$ cat config.mk
export PLATFORM = sky130hd
export DESIGN_NAME = ember_fetch
export DESIGN_NICKNAME = d
export VERILOG_FILES = /design/src/rtl/ember_fetch.sv
export SDC_FILE = /design/constraint.sdc
export NUM_CORES = 1
export LEC_CHECK = 0
export BUFFER_PORTS_ARGS = -buffer_cell sky130_fd_sc_hd__clkbuf_2
export CORE_ASPECT_RATIO = 1.5
export CORE_MARGIN = 1.5
export CORE_UTILIZATION = 45
export CTS_CLUSTER_SIZE = 30
export DETAILED_ROUTE_END_ITERATION = 8
export GPL_TIMING_DRIVEN = 0
export PLACE_DENSITY_LB_ADDON = 0.12
export SLEW_MARGIN = 0
export SYNTH_ARGS = -nofsm -noshare
export SYNTH_HDL_FRONTEND = slang
export SYNTH_SLANG_ARGS = --single-unit
$ cat constraint.sdc
create_clock -name clk -period 7.56 [get_ports clk]
set_input_delay 0.378 -clock clk [delete_from_list [all_inputs] [get_ports clk]]
set_output_delay 0.378 -clock clk [all_outputs]
set_load 0.1 [all_outputs]
$ cat src/rtl/ember_fetch.sv
// Ember instruction fetch: pulls instruction words (plus an optional trailing
// 64-bit immediate) over a req/ack memory port and offers them to the decoder in order.
module ember_fetch #(
  parameter int                ADDR_W   = 32,
  parameter int                DATA_W   = 64,
  parameter int                INST_W   = 32,
  parameter logic [ADDR_W-1:0] RESET_PC = '0
) (
  input  logic              clk,
  input  logic              rst,
  output logic              mem_req,
  output logic [ADDR_W-1:0] mem_addr,
  input  logic              mem_ack,
  input  logic [INST_W-1:0] mem_rdata,
  output logic [INST_W-1:0] inst,
  output logic              inst_valid,
  output logic [DATA_W-1:0] imm,
  output logic              imm_valid,
  output logic [ADDR_W-1:0] pc_out,
  input  logic              dec_ready,
  input  logic              redirect_en,
  input  logic [ADDR_W-1:0] redirect_pc
);

  typedef enum logic [2:0] {
    F_INST, F_IMM_LO, F_IMM_HI, ISSUE_INST, ISSUE_IMM, DRAIN
  } state_t;

  state_t              state, state_n;
  logic [ADDR_W-1:0]   pc, pc_n, mem_addr_n, pc_out_n;
  logic                mem_req_n, inst_valid_n, imm_valid_n, has_imm, has_imm_n;
  logic [INST_W-1:0]   inst_n;
  logic [DATA_W-1:0]   imm_n;
  logic                xfer;
  logic [ADDR_W-1:0]   pc_inc, redir_tgt;

  assign xfer      = mem_req & mem_ack;
  assign pc_inc    = pc + ADDR_W'(4);
  assign redir_tgt = redirect_pc & ~ADDR_W'(3);

  always_ff @(posedge clk or posedge rst) begin
    if (rst) begin
      state      <= F_INST;
      pc         <= RESET_PC;
      mem_req    <= 1'b0;
      mem_addr   <= RESET_PC;
      inst       <= '0;
      imm        <= '0;
      inst_valid <= 1'b0;
      imm_valid  <= 1'b0;
      pc_out     <= '0;
      has_imm    <= 1'b0;
    end else begin
      state      <= state_n;
      pc         <= pc_n;
      mem_req    <= mem_req_n;
      mem_addr   <= mem_addr_n;
      inst       <= inst_n;
      imm        <= imm_n;
      inst_valid <= inst_valid_n;
      imm_valid  <= imm_valid_n;
      pc_out     <= pc_out_n;
      has_imm    <= has_imm_n;
    end
  end

  always_comb begin
    state_n      = state;
    pc_n         = pc;
    mem_req_n    = mem_req;
    mem_addr_n   = mem_addr;
    inst_n       = inst;
    imm_n        = imm;
    inst_valid_n = inst_valid;
    imm_valid_n  = imm_valid;
    pc_out_n     = pc_out;
    has_imm_n    = has_imm;

    case (state)
      F_INST: begin
        if (xfer) begin
          inst_n    = mem_rdata;
          pc_out_n  = pc;
          has_imm_n = mem_rdata[1];
          pc_n      = pc_inc;
          if (mem_rdata[1]) begin
            state_n    = F_IMM_LO;
            mem_addr_n = pc_inc;
          end else begin
            state_n   = ISSUE_INST;
            mem_req_n = 1'b0;
          end
        end else begin
          // also covers the first cycle after reset, when no request is up yet
          mem_req_n  = 1'b1;
          mem_addr_n = pc;
        end
      end
      F_IMM_LO: begin
        if (xfer) begin
          imm_n[INST_W-1:0] = mem_rdata;
          pc_n              = pc_inc;
          mem_addr_n        = pc_inc;
          state_n           = F_IMM_HI;
        end
      end
      F_IMM_HI: begin
        if (xfer) begin
          imm_n[DATA_W-1:INST_W] = mem_rdata;
          pc_n                   = pc_inc;
          mem_req_n              = 1'b0;
          state_n                = ISSUE_INST;
        end
      end
      ISSUE_INST: begin
        if (!inst_valid) begin
          inst_valid_n = 1'b1;
        end else if (dec_ready) begin
          inst_valid_n = 1'b0;
          if (has_imm) begin
            imm_valid_n = 1'b1;
            state_n     = ISSUE_IMM;
          end else begin
            state_n    = F_INST;
            mem_req_n  = 1'b1;
            mem_addr_n = pc;
          end
        end
      end
      ISSUE_IMM: begin
        if (imm_valid && dec_ready) begin
          imm_valid_n = 1'b0;
          state_n     = F_INST;
          mem_req_n   = 1'b1;
          mem_addr_n  = pc;
        end
      end
      DRAIN: begin
        if (mem_ack) begin
          state_n    = F_INST;
          mem_req_n  = 1'b1;
          mem_addr_n = pc;
        end
      end
      default: state_n = F_INST;
    endcase

    // Redirect overrides everything above; any data arriving this edge is dropped.
    if (redirect_en) begin
      pc_n         = redir_tgt;
      inst_valid_n = 1'b0;
      imm_valid_n  = 1'b0;
      inst_n       = inst;
      imm_n        = imm;
      pc_out_n     = pc_out;
      has_imm_n    = has_imm;
      if (mem_req && !mem_ack) begin
        state_n    = DRAIN;
        mem_req_n  = 1'b1;
        mem_addr_n = mem_addr;
      end else begin
        state_n    = F_INST;
        mem_req_n  = 1'b1;
        mem_addr_n = redir_tgt;
      end
    end
  end

endmodule

### After elaboration in Yosys (flattened, before gate mapping)

Index checks and enable logic that the tools add are counted.

* flip-flop bits (word level): 199
* bits in latches: 0
* memory bits (writable): 0
* memory bits (read-only): 0
* bits of input ports: 69
* output and inout bits: 163
* logic and storage cells: 95
* memories kept: 0

* add/sub/neg operators: 1
* $mul: 0
* div/mod/pow operators: 0
* order comparisons: 0
* equality and inequality tests: 17
* shift operators: 0
* mux-type cells: 45
* bitwise logic cells: 2
* reductions and logical operators: 19

Operators by type and width (number)
* $mux W32: 12
* $pmux W32 S5: 1
* $add A32 B3 Y32 const B: 1
* $mux W3: 10
* $ne A3 B3 Y1 const B: 9
* $mux W1: 18
* $pmux W3 S6: 1
* $reduce_bool A6 Y1: 2
* $reduce_and A3 Y1: 3
* $reduce_and A9 Y1: 1
* $ne A4 B4 Y1 const B: 2
* $reduce_and A8 Y1: 1
* $reduce_and A7 Y1: 1
* $eq A3 B2 Y1 const B: 2
* $eq A3 B3 Y1 const B: 2
* $reduce_bool A2 Y1: 3
* $pmux W1 S5: 1
* $reduce_and A5 Y1: 1
* $eq A3 B1 Y1 const B: 1
* $logic_not A3 Y1: 1
* $reduce_bool A3 Y1: 1
* $reduce_or A3 Y1: 1
* $logic_and A1 B1 Y1: 2
* $mux W2: 1
* 6 further kinds: 6

### Logic depth before layout (Yosys ltp)

Gate-level depths: netlist of the first run.

* depth in word-level cells: 5
* mapped depth: 8
* gate-level depth less buffers: 6

### Least setup slack after synthesis of the first run

No wires, ideal clock.

* kind: register to register
* start: reg mem_req
* end: reg pc[30]
* setup time: 124 ps
* arrival time: 2533 ps
* data required time: 7436 ps
* path slack: 4903 ps
* stages on the path, launching flop included: 8
* buffers on the path: 2
* period minus slack after synthesis: 2657 ps
* path through: dfrtp_1 and3b_1 buf_2 nand2_2 or4_1 buf_2 o21a_1 o31a_1

* cells in the longest elaborated chain, start to end: 3

RTL lines
* start: declaration: RTL line 11 `output logic mem_req,`
* start signal: assignment: RTL line 56 `mem_req <= mem_req_n;`
* $and A1 B1 Y1: RTL line 37 `assign xfer = mem_req & mem_ack;`
* $reduce_bool A2 Y1 (no source line)
* $reduce_and A2 Y1 (no source line)
* end signal: assignment: RTL line 55 `pc <= pc_n;`
* end: declaration: RTL line 30 `logic [ADDR_W-1:0] pc, pc_n, mem_addr_n, pc_out_n;`

No other way between the ends.
A chain may end at the register's enable or synchronous reset.

### Final worst setup path of the first run

* start: reg pc[2]
* end: reg mem_addr[18]

* cells in the longest elaborated chain, start to end: 5
* elaborated cells on any way between the ends: 6
* those cells by class: add/sub (1); mux (5)

RTL lines
* $add A32 B3 Y32 (*): RTL line 38 `assign pc_inc = pc + ADDR_W'(4);`
* $mux W32: RTL line 86 `if (mem_rdata[1]) begin`
* $mux W32: RTL line 81 `if (xfer) begin`
* $pmux W32 S5 (*): RTL line 79 `case (state)`
* $mux W32 (*): RTL line 149 `if (redirect_en) begin`
* end signal: assignment: RTL line 57 `mem_addr <= mem_addr_n;`
* end: declaration: RTL line 12 `output logic [ADDR_W-1:0] mem_addr,`

Every way passes the cells marked *; elsewhere a longest branch is shown, timed or not. The select of a mux whose other input is x is not followed.

==> impl_table.tex, run 1 <==
\begin{tabular}{lr}
\hline
Metric & Value \\
\hline
\multicolumn{2}{l}{\textbf{Clock network}} \\
Depth of the CTS H-tree & 4 \\
Total setup buffers inserted after CTS & 0 \\
Clock latency at the later pin of the worst-skew pair & 0.44 ns \\
Clock slew at reported path FFs & 0.07 ns \\
Sink Count & 193 \\
Total CTS buffers & 17 \\
Resize count post-CTS & 0 \\
TritonCTS clock tree & built \\
Clock Tree Root & clkbuf\_16 \\
Max Root-Sink Buffers & 2 \\
Number of hold buffers added after CTS & 1 \\
\multicolumn{2}{l}{\textbf{Timing}} \\
Worst Tran Pin Value & 0.887 ns \\
Period utilisation layout & 0.349 \\
Max-Slew Margin vs Limit & 0.404 \\
Maximum clock skew at final layout & 0.00657 ns \\
Setup repair after global routing missed its margin & false \\
Final setup viols & 0 \\
Final worst setup slack & 4.92 ns \\
Minimum clock period after layout & 2.64 ns \\
Highest achievable clock rate & 0.379 GHz \\
Final number of hold-violating endpoints & 0 \\
Max-slew violations & 0 \\
\multicolumn{2}{l}{\textbf{Synth}} \\
Syn Area/Cell & 11.7 um2 \\
Number of flops mapped to enable cells by yosys & 0 \\
Async set or reset register ratio after synthesis & 1.00 \\
Total number of yosys warnings & 0 \\
Sequential area share after synthesis & 0.527 \\
Summed instance area of the synthesized netlist & 0.00916 mm2 \\
Most instantiated flip-flop cell in the synthesis netlist & dfrtp\_1 \\
Instance count of the mapped netlist & 780 \\
Post-synthesis sequential element count & 193 \\
Distinct cell type count of the synthesized netlist & 67 \\
\multicolumn{2}{l}{\textbf{Global routing}} \\
First-pass GRT wire length & 39900 um \\
Global router's overall resource usage & 0.245 \\
GR Overflow Total & 0 \\
Number of antenna violations at the first check in global routing & 0 \\
Largest net degree at the start of global routing & 127 \\
Vias in the first global route & 7483 \\
\multicolumn{2}{l}{\textbf{Routing}} \\
Vias per cell & 5.58 \\
Violation count after the first detailed-route iteration & 374 \\
Total wire length & 25500 um \\
Routed wire length per instance & 19.7 um \\
Number of design rule violations left after detail routing & 0 \\
Vias after detailed routing & 7256 \\
Residual antenna-violating net count after detailed routing & 0 \\
Iteration count of the initial detailed-routing pass & 6 \\
\multicolumn{2}{l}{\textbf{Setup path}} \\
Source of the worst register-to-register timing path & pc[2] \\
Maximum net fanout on the critical path & 10 \\
CP Class & flop to flop \\
Worst path arrival time & 2.97 ns \\
Worst setup path startpoint & pc[2] \\
Startpoint types & flop \\
CP Data Required Time & 7.89 ns \\
Flop2flop setup slack & 4.92 ns \\
Setup crit end kind & flop \\
\multicolumn{2}{l}{\textbf{Status}} \\
Outcome & finished clean \\
\multicolumn{2}{l}{\textbf{Floorplanning}} \\
Die area & 0.0212 mm2 \\
Height of the chip & 178 um \\
Count of pins on the block boundary & 232 \\
Row Count & 63 \\
Placeable core region & 0.0199 mm2 \\
Die extent in x & 119 um \\
Starting Density & 0.461 \\
\multicolumn{2}{l}{\textbf{Place}} \\
Last weighted congestion value of the routability-driven placer & 0.869 \\
Setup Slack @ Placement & 4.94 ns \\
Placed wire-length estimate after detailed placement & 18600 um \\
Port-buffer cells & 227 \\
\multicolumn{2}{l}{\textbf{Hold path}} \\
Startpoint of the tightest hold check path & mem\_rdata[0] \\
Worst hold path class & input port to flop \\
\multicolumn{2}{l}{\textbf{Layout}} \\
Diodes inserted & 0 \\
Fraction of layout instances using a drive strength above 1 & 0.430 \\
Share of the core filled with cells in the final layout & 0.564 \\
Number of nets at the end of the flow & 1099 \\
Area Growth Syn to Fin & 22.4\% \\
\multicolumn{2}{l}{\textbf{Run}} \\
\# Max-Cap Violations & 0 \\
\hline
\end{tabular}
==> sequential cells by signal (all words and copies together), names as in the netlist <==
register and flops:
mem_addr 31, pc 30, mem_req 1, imm 64, inst_valid 1, imm_valid 1, pc_out 30, state 3
inst 32
==> final cells by class <==
class | count | area (um2)
clock buffer | 21 | 480
inverter | 18 | 75.1
fill | 1808 | 8650
buffer | 67 | 317
timing repair buffer | 229 | 1170
clock inverter | 9 | 58.8
sequential | 193 | 4830
multi-input combinational | 503 | 3950
tap | 260 | 325
==> cell usage after synthesis, drive strengths merged, types with 18 or more instances <==
cell type    n  area, um2
dfrtp      193       4830
mux2       130       1460
buf         43        225
nor3        41        210
nor2        37        139
a21oi       27        135
nand2       27        106
xnor2       27        236
clkbuf      24       91.3
nand4       22        174
o21ai       18       90.1
==> worst paths after layout <==
kind | endpoint | cells after the start
worst min-delay path | inst[0] | 2
worst max register to register | mem_addr[18] | 8
worst min register to register | imm[40] | 1
worst max-delay path | mem_addr[18] | 8
min in group asynchronous | inst[11] | 3
max in group asynchronous | mem_addr[13] | 4
==> critical path: stages, from the launching register on <==
cell and delay [ns]:
dfrtp_1 0.53, ha_1 0.29, and4_1 0.20, buf_2 0.19, nand4_4 0.24, clkbuf_1 0.31, o41ai_1 0.39, nand3_1 0.14
a22o_1 0.23
==> cell usage in the layout (no fill, tap or decap), drive strengths merged, types with 4 or more instances in the layout <==
cell / count
or3: 4
a21boi: 8
o21ai: 18
o31a: 7
clkbuf: 272
nand3: 12
xor2: 10
o211ai: 4
dfrtp: 193
buf: 44
nor3: 41
a21oi: 27
a221oi: 11
clkinv: 8
mux2: 130
a31oi: 5
nor4: 17
nand2: 27
nor2: 37
inv: 18
xnor2: 27
a2111oi: 8
o31ai: 13
and3: 7
nand2b: 14
or2: 6
and4: 4
nand4: 22
==> layer usage <==
layer / global-route usage / share of wire
met3: 0.0694 / 0.065
met1: 0.272 / 0.38
met4: 0.121 / 0.038
met5: 0 / 0
met2: 0.431 / 0.51
==> through the flow <==
step           instances  hold WS [ns]  cell area (um2)  TNS, ns
2_1_floorplan        781         0.517             9160        0
3_3_place_gp        1268         0.480            10600   -87.46
3_5_place_dp        1269         0.468            10700        0
4_1_cts             1300         0.177            11200        0
5_1_grt             1300         0.180            11200        0
6_report            1300         0.198            11200        0
==> cells by family (layout without fill, tap and decap cells) <==
| logic type | Yosys count | after routing | share of synthesized area |
|---|---|---|---|
| buffers and inverters | 85 | 344 | 0.0419 |
| muxes | 131 | 131 | 0.161 |
| AOI/OAI and AO/OA | 128 | 128 | 0.107 |
| xor gates and xnor gates | 37 | 37 | 0.0354 |
| adders and majority gates | 1 | 1 | 0.00137 |
| DFF | 193 | 193 | 0.527 |
| other | 1 | 2 | 0.000409 |
| and+or+nand+nor | 204 | 204 | 0.126 |
Power of run 1 is left out: the tool's default activity adds up to more than one toggle a clock period on the data nets, which glitch-free logic cannot reach.
==> inputs of run 2 (changes only) <==
Clock period 7.56 ns to 2.35 ns, I/O delays scaled along.
==> impl_table.tex, run 2 (synthesized netlist as in run 1, its figures left out) <==
\begin{tabular}{lr}
\hline
Metric & Value \\
\hline
\multicolumn{2}{l}{\textbf{Timing}} \\
Max-slew violations & 0 (unchanged) \\
Max-Slew Margin vs Limit & 0.417 (was 0.404) \\
Highest achievable clock rate & 0.441 GHz (was 0.379 GHz) \\
Total negative slack for setup checks & 0 ns (unchanged) \\
Maximum clock skew at final layout & 0.0109 ns (was 0.00657 ns) \\
Final setup viols & 0 (unchanged) \\
Setup repair after global routing missed its margin & true (was false) \\
Period utilisation layout & 0.964 (was 0.349) \\
Final number of hold-violating endpoints & 0 (unchanged) \\
Worst Tran Pin Value & 0.868 ns (was 0.887 ns) \\
Minimum clock period after layout & 2.27 ns (was 2.64 ns) \\
\multicolumn{2}{l}{\textbf{Floorplanning}} \\
Die area & 0.0212 mm2 (unchanged) \\
Count of pins on the block boundary & 232 (unchanged) \\
Starting Density & 0.461 (unchanged) \\
Die extent in x & 119 um (unchanged) \\
Height of the chip & 178 um (unchanged) \\
Placeable core region & 0.0199 mm2 (unchanged) \\
Row Count & 63 (unchanged) \\
\multicolumn{2}{l}{\textbf{Setup path}} \\
Setup crit end kind & flop (unchanged) \\
CP Class & flop to flop (unchanged) \\
Largest stage delay on the critical path & 0.46 ns (was 0.53 ns) \\
Worst path arrival time & 2.59 ns (was 2.97 ns) \\
Maximum net fanout on the critical path & 8 (was 10) \\
Crit path max-delay cell type & or4\_1 (was dfrtp\_1) \\
Buffers and inverters on the worst path & 2 (unchanged) \\
CP Data Required Time & 2.67 ns (was 7.89 ns) \\
Critical path's top delay family & simple AND/OR/NAND/NOR gates (was compound AO/OA/AOI/OAI gates) \\
R2R cell count & 8 (unchanged) \\
Critical Path Stages & 8 (unchanged) \\
Startpoint types & flop (unchanged) \\
Worst-path cell chain & ha\_4 -> and4\_1 -> buf\_4 -> nand4\_4 -> or4\_1 -> buf\_2 -> o21a\_1 -> o31a\_1 (was ha\_1 -> and4\_1 -> buf\_2 -> nand4\_4 -> clkbuf\_1 -> o41ai\_1 -> nand3\_1 -> a22o\_1) \\
\multicolumn{2}{l}{\textbf{Layout}} \\
Fraction of layout instances using a drive strength above 1 & 0.438 (was 0.430) \\
Fin area & 0.0120 mm2 (was 0.0112 mm2) \\
Number of nets at the end of the flow & 1162 (was 1099) \\
Most common cell after layout, fill and taps aside & clkbuf\_2 (unchanged) \\
Most used cells in the layout excluding fill and tap cells & clkbuf\_2, dfrtp\_1, mux2\_2 (unchanged) \\
Biggest registers after layout & imm (64), inst (32), mem\_addr (31) (unchanged) \\
Number of flip-flops under the largest register name & 64 (unchanged) \\
Share of the core filled with cells in the final layout & 0.606 (was 0.564) \\
Register ranked first by flip-flop count & imm (unchanged) \\
Area Growth Syn to Fin & 31.4\% (was 22.4\%) \\
Fill cell count & 1731 (was 1808) \\
\multicolumn{2}{l}{\textbf{Clock network}} \\
Total CTS buffers & 17 (unchanged) \\
Clock slew at reported path FFs & 0.07 ns (about the same) \\
Clock Tree Root & clkbuf\_16 (unchanged) \\
Max Root-Sink Buffers & 2 (unchanged) \\
Depth of the CTS H-tree & 4 (unchanged) \\
TritonCTS clock tree & built (unchanged) \\
Clock latency at the later pin of the worst-skew pair & 0.44 ns (about the same) \\
Sink Count & 193 (unchanged) \\
\multicolumn{2}{l}{\textbf{Routing}} \\
Vias after detailed routing & 7495 (was 7256) \\
Routed wire length per instance & 19.3 um (was 19.7 um) \\
Number of design rule violations left after detail routing & 0 (unchanged) \\
Vias per cell & 5.49 (was 5.58) \\
Residual antenna-violating net count after detailed routing & 0 (unchanged) \\
Total wire length & 26300 um (was 25500 um) \\
Violation count after the first detailed-route iteration & 400 (was 374) \\
Iteration count of the initial detailed-routing pass & 5 (was 6) \\
\multicolumn{2}{l}{\textbf{Place}} \\
Placed standard-cell area & 0.0107 mm2 (about the same) \\
Port-buffer cells & 227 (unchanged) \\
Last weighted congestion value of the routability-driven placer & 0.852 (was 0.869) \\
Placed wire-length estimate after detailed placement & 19000 um (was 18600 um) \\
\multicolumn{2}{l}{\textbf{Global routing}} \\
GR Overflow Total & 0 (unchanged) \\
Global router's overall resource usage & 0.254 (was 0.245) \\
Number of antenna violations at the first check in global routing & 1 (was 0) \\
Largest net degree at the start of global routing & 42 (was 127) \\
First-pass GRT wire length & 41400 um (was 39900 um) \\
Vias in the first global route & 7657 (was 7483) \\
\multicolumn{2}{l}{\textbf{Hold path}} \\
Worst hold path class & input port to flop (unchanged) \\
Worst Hold Path Cells & 3 (was 2) \\
\multicolumn{2}{l}{\textbf{Run}} \\
\# Max-Cap Violations & 0 (unchanged) \\
\multicolumn{2}{l}{\textbf{Status}} \\
Outcome & finished clean (unchanged) \\
\hline
\end{tabular}
==> run 2: cell types whose count changed in the layout (fill, tap and decap cells not counted), moves of 3 or more <==
cell | before | now
dlygate4sd3_1 | 1 | 52
buf_4 | 8 | 22
clkbuf_1 | 23 | 15
clkbuf_4 | 0 | 7
clkbuf_2 | 228 | 234
buf_1 | 8 | 3
buf_12 | 0 | 5
buf_2 | 27 | 22
dfrtp_1 | 193 | 189
dfrtp_2 | 0 | 4
bufinv_16 | 0 | 3
==> run 2: worst paths after layout <==
check | end | slack [ns] | from
setup / recovery | pc[30] | 0.08 | pc[3]
hold / removal | pc[30] | 0.05 | redirect_pc[30]
setup reg to reg | pc[30] | 0.08 | pc[3]
hold reg to reg | imm[51] | 0.51 | imm[51]
max in group asynchronous | imm[49] | 1.28 | rst
min in group asynchronous | state[2] | 0.25 | rst
==> run 2: stage by stage <==
stage	hold WS [ns]	instances	setup WS [ns]
final	0.0514	1365	0.0846
after global routing	0.0555	1364	-0.0295
after CTS	0.0324	1360	-0.0983
after detailed placement	0.145	1273	-0.261
after global placement	0.383	1268	-1.55
after floorplan	0.257	781	-0.307
==> run 2: worst reg2reg max path: stages (launching register included) <==
cell and delay [ns]:
dfrtp_2 0.41, ha_4 0.17, and4_1 0.19, buf_4 0.15
nand4_4 0.20, or4_1 0.46, buf_2 0.17, o21a_1 0.17
o31a_1 0.23
==> run 2: timing repair <==
| action | in CTS | in global routing |
|---|---|---|
| hold buffers | 52 | 0 |
| setup buffers | 4 | 7 |
| gates resized for setup | 17 | 31 |
| endpoints found under the hold margin | 134 | 0 |
| pin swaps | 2 | 2 |
| setup endpoints to repair | 95 | 64 |
==> run 2: routing by layer <==
metal / part of all wire / vias up / GRT usage
met5: 0 / - / 0
met4: 0.037 / 0 / 0.116
met3: 0.061 / 60 / 0.0656
met2: 0.53 / 249 / 0.454
met1: 0.38 / 3714 / 0.282
li1: - / 3472 / -
==> run 2: layout make-up <==
| class | instances | area [um2] | share of cell area |
|---|---|---|---|
| tap | 260 | 325 | 0.0270 |
| clock buffer | 21 | 460 | 0.0382 |
| buffer | 64 | 352 | 0.0292 |
| antenna | 1 | 2.50 | 0.000208 |
| timing repair buffer | 295 | 1840 | 0.153 |
| clock inverter | 10 | 134 | 0.0111 |
| sequential | 193 | 4830 | 0.402 |
| multi-input combinational | 503 | 4020 | 0.334 |
| inverter | 18 | 71.3 | 0.00592 |
Power of run 2 is left out for the same reason.
==> inputs of run 3 (changes only) <==
Settings changed: MAX_ROUTING_LAYER from default to met4.
==> impl_table.tex, run 3 (synthesized netlist as in run 1, its figures left out) <==
\begin{tabular}{lr}
\hline
Metric & Value \\
\hline
\multicolumn{2}{l}{\textbf{Clock network}} \\
TritonCTS clock tree & built (unchanged) \\
Total CTS buffers & 17 (unchanged) \\
Clock Tree Root & clkbuf\_16 (unchanged) \\
Depth of the CTS H-tree & 4 (unchanged) \\
Max Root-Sink Buffers & 2 (unchanged) \\
Clock latency at the later pin of the worst-skew pair & 0.44 ns (about the same) \\
Clock slew at reported path FFs & 0.07 ns (about the same) \\
Sink Count & 193 (unchanged) \\
\multicolumn{2}{l}{\textbf{Floorplanning}} \\
Row Count & 63 (unchanged) \\
Count of pins on the block boundary & 232 (unchanged) \\
Starting Density & 0.461 (unchanged) \\
Placeable core region & 0.0199 mm2 (unchanged) \\
Height of the chip & 178 um (unchanged) \\
Die extent in x & 119 um (unchanged) \\
Die area & 0.0212 mm2 (unchanged) \\
\multicolumn{2}{l}{\textbf{Place}} \\
Port-buffer cells & 227 (unchanged) \\
Placed standard-cell area & 0.0107 mm2 (unchanged) \\
Last weighted congestion value of the routability-driven placer & 0.869 (was 0.852) \\
Placed wire-length estimate after detailed placement & 19000 um (unchanged) \\
Placed instance count & 1273 (unchanged) \\
\multicolumn{2}{l}{\textbf{Timing}} \\
Worst Tran Pin Value & 0.674 ns (was 0.868 ns) \\
Final setup viols & 0 (unchanged) \\
Minimum clock period after layout & 2.27 ns (about the same) \\
Highest achievable clock rate & 0.441 GHz (about the same) \\
Max-Slew Margin vs Limit & 0.548 (was 0.417) \\
Period utilisation layout & 0.965 (was 0.964) \\
Max-slew violations & 0 (unchanged) \\
Setup repair after global routing missed its margin & true (unchanged) \\
Maximum clock skew at final layout & 0.0123 ns (was 0.0109 ns) \\
Total negative slack for setup checks & 0 ns (unchanged) \\
Final number of hold-violating endpoints & 0 (unchanged) \\
\multicolumn{2}{l}{\textbf{Global routing}} \\
Number of antenna violations at the first check in global routing & 1 (unchanged) \\
First-pass GRT wire length & 41300 um (was 41400 um) \\
Vias in the first global route & 7687 (was 7657) \\
Largest net degree at the start of global routing & 42 (unchanged) \\
Global router's overall resource usage & 0.261 (was 0.254) \\
GR Overflow Total & 0 (unchanged) \\
\multicolumn{2}{l}{\textbf{Routing}} \\
Total wire length & 26400 um (was 26300 um) \\
Iteration count of the initial detailed-routing pass & 5 (unchanged) \\
Residual antenna-violating net count after detailed routing & 0 (unchanged) \\
Violation count after the first detailed-route iteration & 368 (was 400) \\
Number of design rule violations left after detail routing & 0 (unchanged) \\
Vias after detailed routing & 7520 (was 7495) \\
Vias per cell & 5.51 (was 5.49) \\
Routed wire length per instance & 19.3 um (about the same) \\
\multicolumn{2}{l}{\textbf{Layout}} \\
Most common cell after layout, fill and taps aside & clkbuf\_2 (unchanged) \\
Non-Filler Instances & 1365 (unchanged) \\
Register ranked first by flip-flop count & imm (unchanged) \\
Number of nets at the end of the flow & 1162 (unchanged) \\
Most used cells in the layout excluding fill and tap cells & clkbuf\_2, dfrtp\_1, mux2\_2 (unchanged) \\
Number of flip-flops under the largest register name & 64 (unchanged) \\
Fraction of layout instances using a drive strength above 1 & 0.440 (was 0.438) \\
Biggest registers after layout & imm (64), inst (32), mem\_addr (31) (unchanged) \\
Fin area & 0.0121 mm2 (was 0.0120 mm2) \\
Area Growth Syn to Fin & 31.6\% (was 31.4\%) \\
\multicolumn{2}{l}{\textbf{Setup path}} \\
Buffers and inverters on the worst path & 2 (unchanged) \\
CP Data Required Time & 2.67 ns (about the same) \\
CP Class & flop to flop (unchanged) \\
Setup crit end kind & flop (unchanged) \\
Crit path max-delay cell type & or4\_4 (was or4\_1) \\
Worst path arrival time & 2.59 ns (about the same) \\
Worst-path cell chain & ha\_4 -> and4\_1 -> buf\_4 -> nand4\_4 -> or4\_4 -> buf\_2 -> o21a\_1 -> o31a\_1 (was ha\_4 -> and4\_1 -> buf\_4 -> nand4\_4 -> or4\_1 -> buf\_2 -> o21a\_1 -> o31a\_1) \\
Maximum net fanout on the critical path & 8 (unchanged) \\
Startpoint types & flop (unchanged) \\
Critical path's top delay family & simple AND/OR/NAND/NOR gates (unchanged) \\
Largest stage delay on the critical path & 0.46 ns (about the same) \\
\multicolumn{2}{l}{\textbf{Status}} \\
Outcome & finished clean (unchanged) \\
\multicolumn{2}{l}{\textbf{Run}} \\
\# Max-Cap Violations & 0 (unchanged) \\
\multicolumn{2}{l}{\textbf{Hold path}} \\
Worst hold path class & input port to flop (unchanged) \\
\hline
\end{tabular}
-- run 3: cell types whose count changed in the layout (fill, tap and decap cells not counted), sizes merged --
cell    change
buf         -2
clkbuf      +2
-- run 3: worst register-to-register path: cells and delay by family (launching register included) --
| kind | cells | cell delay, ns |
|---|---|---|
| AND/OR/NAND/NOR | 3 | 0.86 |
| buffers and inverters | 2 | 0.32 |
| flip-flops | 1 | 0.41 |
| adder cells (fa/ha/maj) | 1 | 0.17 |
| AO/OA/AOI/OAI | 2 | 0.40 |
-- run 3: what timing repair did --
item                                    4_1_cts  5_1_grt
pin swaps                                     2        1
cloned                                        0        0
endpoints found under the setup margin       95       64
gates resized for setup                      17       35
hold endpoints to repair                    134        0
hold buffers                                 52        0
setup buffers                                 4        7
-- run 3: stage by stage --
stage               worst slack, ns  utilization  hold slack, ns
finish                       0.0814        0.607          0.0466
global placement              -1.55        0.535           0.383
detailed placement           -0.261        0.540           0.145
floorplan                    -0.307            -           0.257
CTS                         -0.0983        0.600          0.0324
global route                -0.0119        0.607          0.0448
-- run 3: area by class of cell --
type / instances / area (um2)
timing repair buffer: 295 / 1840
clock buffer: 21 / 460
clock inverter: 10 / 134
fill: 1725 / 7800
tap: 260 / 325
inverter: 18 / 71.3
antenna: 1 / 2.50
multi-input combinational: 503 / 4040
sequential: 193 / 4830
buffer: 64 / 354
-- run 3: path summary, 6_finish.rpt --
check                      endpoint  cells past startpoint    startpoint  slack (ns)
max                          pc[30]                      8         pc[3]        0.08
min                         imm[33]                      2  mem_rdata[1]        0.05
max reg2reg                  pc[30]                      8         pc[3]        0.08
min reg2reg                inst[26]                      1      inst[26]        0.51
max in group asynchronous   inst[0]                      5           rst        1.28
min in group asynchronous  state[2]                      3           rst        0.24
-- run 3: layer usage --
layer,wire [um],global-route usage,share of wire,vias up
li1,-,-,-,3469
met1,10200,0.287,0.39,3716
met2,13800,0.455,0.52,265
met3,1380,0.0578,0.052,70
met4,1040,0.114,0.039,0
met5,0,-,0,-
Power of run 3 is left out for the same reason.
